**src/rtl/apx_pkg.sv**
```systemverilog
// Shared defaults, encoded-operand type and leading-one helper for the
// rounding approximate multiplier front end.
package apx_pkg;

  localparam int WIDTH_DEF      = 16;
  localparam int LOG2_WIDTH_DEF = 4;

  typedef struct packed {
    logic [LOG2_WIDTH_DEF-1:0] k;
    logic                      decision_bit;
    logic                      zero;
  } enc_operand_t;

  // Index of the highest set bit; 0 when no bit is set (zero reported separately).
  function automatic int unsigned lead_one_idx(input logic [63:0] x);
    int unsigned idx;
    idx = 0;
    for (int i = 0; i < 64; i++) begin
      if (x[i]) idx = i;
    end
    return idx;
  endfunction

endpackage

```
**src/rtl/leading_one_detector.sv**
```systemverilog
// Combinational priority encoder: X -> {K, zero}. WIDTH must be below 64.
module leading_one_detector
  import apx_pkg::*;
#(
  parameter int WIDTH      = WIDTH_DEF,
  parameter int LOG2_WIDTH = LOG2_WIDTH_DEF
) (
  input  logic [WIDTH-1:0]      x,
  output logic [LOG2_WIDTH-1:0] k,
  output logic                  zero
);

  assign zero = (x == '0);
  assign k    = LOG2_WIDTH'(lead_one_idx(64'(x)));

endmodule

```
**src/rtl/operand_round_encoder.sv**
```systemverilog
// Two-stage operand encoder: S1 holds X/Y, S2 holds {K, decision_bit, zero, Y}.
// Define APX_ROUND_EN to round up to 2^(K+1); otherwise decision_bit stays 0.
module operand_round_encoder
  import apx_pkg::*;
#(
  parameter int WIDTH      = WIDTH_DEF,
  parameter int ROUN_WIDTH = 0,
  parameter int LOG2_WIDTH = LOG2_WIDTH_DEF
) (
  input  logic                        clk,
  input  logic                        rst,
  input  logic                        in_valid,
  output logic                        in_ready,
  input  logic [WIDTH-1:0]            X,
  input  logic [WIDTH+ROUN_WIDTH-1:0] Y,
  output logic                        out_valid,
  input  logic                        out_ready,
  output logic [LOG2_WIDTH-1:0]       K,
  output logic                        decision_bit,
  output logic                        zero,
  output logic [WIDTH+ROUN_WIDTH-1:0] Y_out
);

  logic                        s1_valid;
  logic [WIDTH-1:0]            s1_x;
  logic [WIDTH+ROUN_WIDTH-1:0] s1_y;

  logic                        s2_valid;
  logic [LOG2_WIDTH-1:0]       s2_k;
  logic                        s2_dec;
  logic                        s2_zero;
  logic [WIDTH+ROUN_WIDTH-1:0] s2_y;

  logic                  s2_can_load;
  logic                  s1_can_load;
  logic [LOG2_WIDTH-1:0] lod_k;
  logic                  lod_zero;
  logic                  dec_next;

  // S2 frees up either when empty or when its result is taken this cycle,
  // so in_ready is deliberately combinational from out_ready.
  assign s2_can_load = !s2_valid || out_ready;
  assign s1_can_load = !s1_valid || s2_can_load;
  assign in_ready    = s1_can_load;

  leading_one_detector #(
    .WIDTH      (WIDTH),
    .LOG2_WIDTH (LOG2_WIDTH)
  ) u_lod (
    .x    (s1_x),
    .k    (lod_k),
    .zero (lod_zero)
  );

`ifdef APX_ROUND_EN
  always_comb begin
    dec_next = 1'b0;
    if (lod_k != '0) dec_next = s1_x[lod_k - LOG2_WIDTH'(1)];
  end
`else
  assign dec_next = 1'b0;
`endif

  always_ff @(posedge clk) begin
    if (rst) begin
      s1_valid <= 1'b0;
      s1_x     <= '0;
      s1_y     <= '0;
    end else if (s1_can_load) begin
      s1_valid <= in_valid;
      if (in_valid) begin
        s1_x <= X;
        s1_y <= Y;
      end
    end
  end

  always_ff @(posedge clk) begin
    if (rst) begin
      s2_valid <= 1'b0;
      s2_k     <= '0;
      s2_dec   <= 1'b0;
      s2_zero  <= 1'b0;
      s2_y     <= '0;
    end else if (s2_can_load) begin
      s2_valid <= s1_valid;
      if (s1_valid) begin
        s2_k    <= lod_k;
        s2_dec  <= dec_next;
        s2_zero <= lod_zero;
        s2_y    <= s1_y;
      end
    end
  end

  assign out_valid    = s2_valid;
  assign K            = s2_k;
  assign decision_bit = s2_dec;
  assign zero         = s2_zero;
  assign Y_out        = s2_y;

endmodule

```
**config.mk**
```make
export PLATFORM = sky130hd
export DESIGN_NAME = operand_round_encoder
export DESIGN_NICKNAME = d
export VERILOG_FILES = /design/src/rtl/apx_pkg.sv /design/src/rtl/leading_one_detector.sv /design/src/rtl/operand_round_encoder.sv
export SDC_FILE = /design/constraint.sdc
export NUM_CORES = 1
export LEC_CHECK = 0
export ABC_AREA = 0
export CAP_MARGIN = 20
export CORE_MARGIN = 2
export CORE_UTILIZATION = 50
export DETAILED_ROUTE_END_ITERATION = 8
export PLACE_DENSITY_LB_ADDON = 0.2
export SYNTH_ARGS = -nofsm -noshare
export SYNTH_HDL_FRONTEND = slang
export SYNTH_SLANG_ARGS = --single-unit
```
**constraint.sdc**
```tcl
create_clock -name clk -period 3.8 [get_ports clk]
set_input_delay 0.76 -clock clk [delete_from_list [all_inputs] [get_ports clk]]
set_output_delay 0.76 -clock clk [all_outputs]
set_load 0.05 [all_outputs]
```
; Yosys cells after proc, flatten, opt, wreduce, memory -nomap -nowiden
; Cells that the tools add are included.
[word_totals]
in_bits = 36
output_inout_bits = 24
reg_bits = 55
[classes]
n_reduce_logical = 7
n_mux = 15
[ops]
columns = cell, count
row1 = $mux 4, 8
row2 = $logic_not 16->1, 1
row3 = $mux 3, 4
row4 = $mux 2, 2
row5 = $reduce_and 2->1, 2
row6 = $logic_not 1->1, 2
row7 = $logic_or 1x1->1, 2
row8 = $mux 1, 1

; Longest topological paths before layout
; Gate-level depths: netlist (run 1).
[depth]
word_depth = 15
ltp_mapped = 6
mapped_depth_nobuf = 4

; Modules after synthesis
; A second synthesis (run 1) with hierarchy kept.
[hier_totals]
cells_unflattened = 274
hier_area_um2 = 2487.4
[modules_own_cells]
columns = mod, cells_each, instances, area_per_inst_um2
row1 = operand_round_encoder, 245, 1, 2326.0
row2 = leading_one_detector, 29, 1, 161.4

; Worst setup path after synthesis (run 1)
; OpenSTA, ideal clock, no wires.
[synth_timing]
path_type = input port to output port
startpoint = input out_ready
endpoint = output in_ready
required_time_ns = 3.040
setup_slack_ns = 1.792
arrival_time_ns = 1.248
path_stages = 1
cell_sequence = nand3b_1
[synth_between]
elab_chain_len = 2
[synth_rtl]
columns = item, line_no
row1 = "start, declared", operand_round_encoder.sv:17  ; input logic out_ready,
row2 = $logic_or 1x1->1, operand_round_encoder.sv:42  ; assign s2_can_load = !s2_valid || out_ready;
row3 = $logic_or 1x1->1, operand_round_encoder.sv:43  ; assign s1_can_load = !s1_valid || s2_can_load;
row4 = "end, declared", operand_round_encoder.sv:13  ; output logic in_ready,
; Every way passes these cells.

; Worst setup path in the final report (run 1)
; Same ends and word-level chain as after synthesis.

==> results.yml, run 1 <==
run_status:
  status: "complete, no violations"
sta:
  setup_viol: 0
  period_needed_ns: 3.04
  tightest_slew_ns: 0.965
  grt_setup_unrepaired: "no"
  tns_ns: 0
  finalCritPeriodShare_pct: 80.0
  skew_ns: 0.00826
  hold_viol_final: 0
  relSlewSlack_pct: 35.7
  hold_ws_ns: 0.454
  clock.fmax_mhz: 329
  drv_slew: 0
detailed_routing:
  totalWireLength_microns: 4450
  drc_errors: 0
  routedWlPerCell_microns: 12.1
  ant_nets: 0
  drtPass1Iterations: 4
  drt_iter0_markers: 111
  dr_total_vias: 1863
  via_per_inst: 5.05
clock_network:
  numCtsBuffers: 5
  cts.path.max_buffers: 2
  cts_max_level: 2
  cts_sinks: 55
  cts_root_buffer: "clkbuf_8"
  hold_buffers: 0
  cts_tree: "yes"
  cts_setup_buffers: 0
  path_clk_slew_ns: 0.09
  postCtsResizedCells: 0
  clk_latency_ns: 0.30
floorplanning:
  dieArea_sq_um: 4750
  die_height_microns: 68.9
  core_sq_um: 4030
  die_w_microns: 68.9
  start_util_pct: 52.3
  io_pins: 60
  rows: 23
critical_path:
  cp_cell_sequence: "clkdlybuf4s50_1 > nand3b_1 > clkdlybuf4s50_1"
  cp_max_fo: 4
  startpoint_type: "primary input"
  slowest_stage: "clkdlybuf4s50_1"
  path_class: "primary input to output port"
  crit_arrival_ns: 2.28
  cp_common_cell: "clkdlybuf4s50_1"
  max_stage_delay_ns: 0.83
  cp.required_ns: 3.04
  cp-end-kind: "output port"
cells_and_area:
  n_fill_cell: 343
  drive_gt1_share_pct: 4.39
  stdcell_count: 369
  n_antenna_cell: 0
  fin_area_sq_um: 2790
  final_nets: 354
  area_growth_pct: 32.5
  utilization_pct: 69.3
grt:
  grt_usage_pct: 20.5
  grt_util_met1_pct: 22.7
  use_met3_pct: 4.06
  grt_pass1_vias: 1729
  grt_first_pass_wirelength_microns: 7270
  grt_use_met2_pct: 38.0
  grt_max_degree: 59
  grt_busiest_layer: "met2"
  antenna_found_initial: 0
  grt_overflow: 0
synthesis:
  async_flop_share_pct: 0
  synth_cell_types: 31
  synth-edff-count: 0
  netlist_top_cells_count: "nand2_1, dfxtp_1, a21oi_1, nor2_1, buf_4"
  synth_top_area_share_pct: 52.3
  dominantRegCellSynth: "dfxtp_1"
  yosys_warnings: 0
  yosysMostFrequentCell: "nand2_1"
  yosysTopAreaCell: "dfxtp_1"
  synth_area_sq_um: 2110
  synth.area.top_cells: "dfxtp_1, nand2_1, a21oi_1"
  post_synth.cell_area_avg_sq_um: 7.89
  seq_area_frac_synth_pct: 52.3
  ys_ff_latch: 55
  syn-num-nets: 303
  syn_inst: 267
placement:
  portBuffers: 58
  place_congestion: 0.798
  place_area_sq_um: 2660
  dp.cells: 361
  hpwl_microns: 3070
hold_path:
  hp-class: "flip-flop to flip-flop"
power_and_ir_drop:
  p_sw_w: 0.000293
  pwr-share-clk_pct: 35.6
  power_frac_seq_pct: 50.5
  powerDensity_nw_per_um2: 443
  internal_power_w: 0.000943
  vdd_drop_max_mv: 0.270
  swShare_pct: 23.7
  power_leakage_nw: 1.04
  pwr-share-comb_pct: 13.9
flow_run:
  max_cap_violations: 0
==> registers in the layout, indices dropped and copies added (netlist names) <==
register,count
s1_valid,1
K,4
zero,1
s1_y,16
s1_x,16
Y_out,16
out_valid,1
==> layout by cell type (no fill, tap or decap), types with 2 or more instances in the layout <==
master             n
a211oi_1           2
clkbuf_8           5
bufinv_16          2
dfxtp_1           55
nand2b_1           3
nor3b_1            3
nor2b_1            2
inv_1              2
nand2_1          101
nor4_1             3
clkdlybuf4s50_1   57
nor2_1            12
buf_4              3
a21oi_1           50
nor3_1             2
==> power groups by stage <==
stage	Combinational (W)	Sequential, W	Clock [W]
floorplan	0.0000805	0.000664	0
global placement	0.000171	0.000637	0
detailed placement	0.000173	0.000638	0
CTS	0.000174	0.000625	0.000450
global route	0.000188	0.000629	0.000475
finish	0.000172	0.000625	0.000440
==> worst max-delay path, delay by kind of cell <==
kind | cells | cell delay (ns)
buffers and inverters | 2 | 1.33
AND/OR/NAND/NOR | 1 | 0.19
==> final cells by class <==
class                           instances  area [sq um]  share of cell area (%)
Tap cell                               50          62.6                    2.24
Timing Repair Buffer                   61           598                    21.4
Sequential cell                        55          1100                    39.4
Inverter                                2          7.51                   0.269
Clock inverter                          2          60.1                    2.15
Clock buffer                            6          72.6                    2.60
Multi-Input combinational cell        193           891                    31.9
==> routing by layer <==
| layer | share of wire (%) | vias up |
|---|---|---|
| met3 | 4.8 | 8 |
| met2 | 51 | 43 |
| met1 | 42 | 836 |
| met5 | 0 | - |
| met4 | 2.0 | 0 |
| li1 | - | 976 |
==> path summary, 6_finish.rpt <==
kind                                             from  cells past startpoint                     to  slack (ns)
worst max-delay path                        out_ready                      3               in_ready        0.76
worst min-delay path             s1_y[3]$_SDFFE_PP0P_                      2  Y_out[3]$_SDFFE_PP0P_        0.45
worst max register to register  s1_valid$_SDFFE_PP0N_                      3      K[3]$_SDFFE_PP0P_        2.06
worst min register to register   s1_y[3]$_SDFFE_PP0P_                      2  Y_out[3]$_SDFFE_PP0P_        0.45
==> stage by stage <==
| step | setup slack (ns) | total power [W] |
|---|---|---|
| 3_5_place_dp | 0.784 | 0.000811 |
| 6_report | 0.761 | 0.00124 |
| 3_3_place_gp | 0.800 | 0.000808 |
| 2_1_floorplan | 1.79 | 0.000744 |
| 5_1_grt | 0.727 | 0.00129 |
| 4_1_cts | 0.770 | 0.00125 |
==> cell families (layout without fill, tap and decap cells) <==
kind of cell / count (synthesis) / in the layout / synth area share, %
AOI/OAI and AO/OA: 60 / 60 / 16.1
and+or+nand+nor: 132 / 132 / 26.0
buffers and inverters: 19 / 71 / 5.46
DFF: 55 / 55 / 52.3
other: 1 / 1 / 0.178
No activity file was read; power rests on OpenSTA's default activity.
==> inputs of run 2 (changes only) <==
--- a/config.mk
+++ b/config.mk
@@ -8,7 +8,7 @@
 export ABC_AREA = 0
 export CAP_MARGIN = 20
 export CORE_MARGIN = 2
-export CORE_UTILIZATION = 50
+export CORE_UTILIZATION = 47
 export DETAILED_ROUTE_END_ITERATION = 8
 export PLACE_DENSITY_LB_ADDON = 0.2
 export SYNTH_ARGS = -nofsm -noshare
==> constraint.sdc (replaced) <==
create_clock -name clk -period 3 [get_ports clk]
set_input_delay 0.6 -clock clk [delete_from_list [all_inputs] [get_ports clk]]
set_output_delay 0.6 -clock clk [all_outputs]
set_load 0.05 [all_outputs]
==> run 2 against run 1 <==
- first-iteration DRC count is 13% lower
- critical path depth is 2 lower
- via count is 1.4% higher
- hold slack worse by 0.0033 ns
- critical path type is now flip-flop to output port
- highest routed layer unchanged
- sequential cell count stayed put
- non-clock buffer count is 3 higher
- final area hardly changed
- largest power group unchanged
- wire length is 3.1% higher
- critical endpoint is now out_valid
==> results.yml, run 2 (synthesis gave the netlist of run 1 again) <==
floorplanning:
  start_util_pct: 48.7
  die_w_microns: 71.0
  io_pins: 60
  rows: 24
  core_sq_um: 4320
  dieArea_sq_um: 5030
  die_height_microns: 71.0
power_and_ir_drop:
  vdd_drop_max_mv: 0.386
  swShare_pct: 25.8
  powerDensity_nw_per_um2: 536
  pwr-share-comb_pct: 14.8
  internal_power_w: 0.00111
  p_sw_w: 0.000387
  power_frac_seq_pct: 52.8
  pwr-share-clk_pct: 32.4
  power_leakage_nw: 1.04
hold_path:
  hp-start: "s1_y[15]$_SDFFE_PP0P_"
  hp-class: "flip-flop to flip-flop"
clock_network:
  path_clk_slew_ns: 0.10
  cts_max_level: 2
  numCtsBuffers: 5
  cts.path.max_buffers: 2
  cts_root_buffer: "clkbuf_8"
  cts_sinks: 55
  cts_tree: "yes"
  clk_latency_ns: 0.31
  cts_setup_buffers: 0
  postCtsResizedCells: 0
  hold_buffers: 0
flow_run:
  max_cap_violations: 0
critical_path:
  slowest_stage: "clkdlybuf4s50_1"
  cp-end-kind: "output port"
  crit_arrival_ns: 1.55
  path_buf_inv: 1
  cp_top_family: "buffers and inverters"
  path_class: "flip-flop to output port"
  r2r-start: "out_valid$_SDFFE_PP0P_"
  startpoint_type: "flip-flop"
  cp_max_fo: 5
  max_stage_delay_ns: 0.83
  cp_cell_sequence: "clkdlybuf4s50_1"
  cp.required_ns: 2.40
  startpoint: "out_valid$_SDFFE_PP0P_"
detailed_routing:
  dr_total_vias: 1890
  drt_iter0_markers: 97
  routedWlPerCell_microns: 12.3
  via_per_inst: 5.05
  drc_errors: 0
  totalWireLength_microns: 4590
  ant_nets: 0
  drtPass1Iterations: 5
grt:
  grt_usage_pct: 19.1
  grt_overflow: 0
  grt_pass1_vias: 1716
  grt_max_degree: 33
  antenna_found_initial: 0
  grt_first_pass_wirelength_microns: 7660
cells_and_area:
  final_nets: 357
  final_common_cell: "nand2_1"
  final_cell_mix: "nand2_1, clkdlybuf4s50_1, dfxtp_1, a21oi_1, nor2_1"
  n_antenna_cell: 0
  stdcell_count: 374
  drive_gt1_share_pct: 5.90
  fin_area_sq_um: 2800
  area_growth_pct: 32.7
  utilization_pct: 64.6
sta:
  tightest_slew_ns: 0.700
  skew_ns: 0.00588
  period_needed_ns: 2.15
  hold_viol_final: 0
  relSlewSlack_pct: 53.3
  setup_viol: 0
  finalCritPeriodShare_pct: 71.8
  clock.fmax_mhz: 465
  tns_ns: 0
  drv_slew: 0
  grt_setup_unrepaired: "no"
placement:
  hpwl_microns: 3210
  place_area_sq_um: 2680
  place_congestion: 0.861
  dp.cells: 366
  portBuffers: 58
run_status:
  status: "complete, no violations"
[run 2: cell types whose count changed in the layout (fill, tap and decap cells not counted), sizes merged]
cell	previous run	this run
buf	4	8
bufinv	2	1
clkdlybuf4s50	57	56
clkinv	0	2
clkbuf	6	5
[run 2: stage by stage]
step           power, W  setup WS, ns  hold WS (ns)
2_1_floorplan  0.000943          1.07         0.432
3_3_place_gp    0.00103         0.627         0.439
3_5_place_dp    0.00103         0.536         0.443
4_1_cts         0.00151         0.847         0.457
5_1_grt         0.00156         0.740         0.469
6_report        0.00150         0.847         0.451
[run 2: final timing paths]
check	depth (start not counted)	endpoint	slack, ns
worst max-delay path	1	out_valid	0.85
worst min-delay path	2	Y_out[15]$_SDFFE_PP0P_	0.45
worst max register to register	5	s1_y[15]$_SDFFE_PP0P_	1.34
worst min register to register	2	Y_out[15]$_SDFFE_PP0P_	0.45
[run 2: tightest hold or removal path, stage by stage (launching register included)]
cell and delay [ns]:
dfxtp_1 0.32, nand2_1 0.05, a21oi_1 0.05
[run 2: power by group through the flow]
stage               clock network, W  registers (W)  logic [W]
detailed placement                 0       0.000808   0.000224
floorplan                          0       0.000841   0.000102
finish                      0.000486       0.000792   0.000222
global route                0.000521       0.000797   0.000246
CTS                         0.000499       0.000791   0.000225
global placement                   0       0.000807   0.000221
[run 2: metal layers]
metal,GRT usage [%],share of wire (%),vias to the layer above
li1,-,-,983
met1,23.0,44,849
met2,32.1,48,49
met3,4.84,5.6,9
met4,8.60,2.1,0
met5,0,0,-
[run 2: layout make-up]
type | count | area [sq um]
Inverter | 2 | 7.51
Multi-Input combinational cell | 193 | 891
Clock buffer | 5 | 68.8
Tap cell | 52 | 65.1
Clock inverter | 3 | 43.8
Sequential cell | 55 | 1100
Fill cell | 420 | 1530
Timing Repair Buffer | 64 | 618
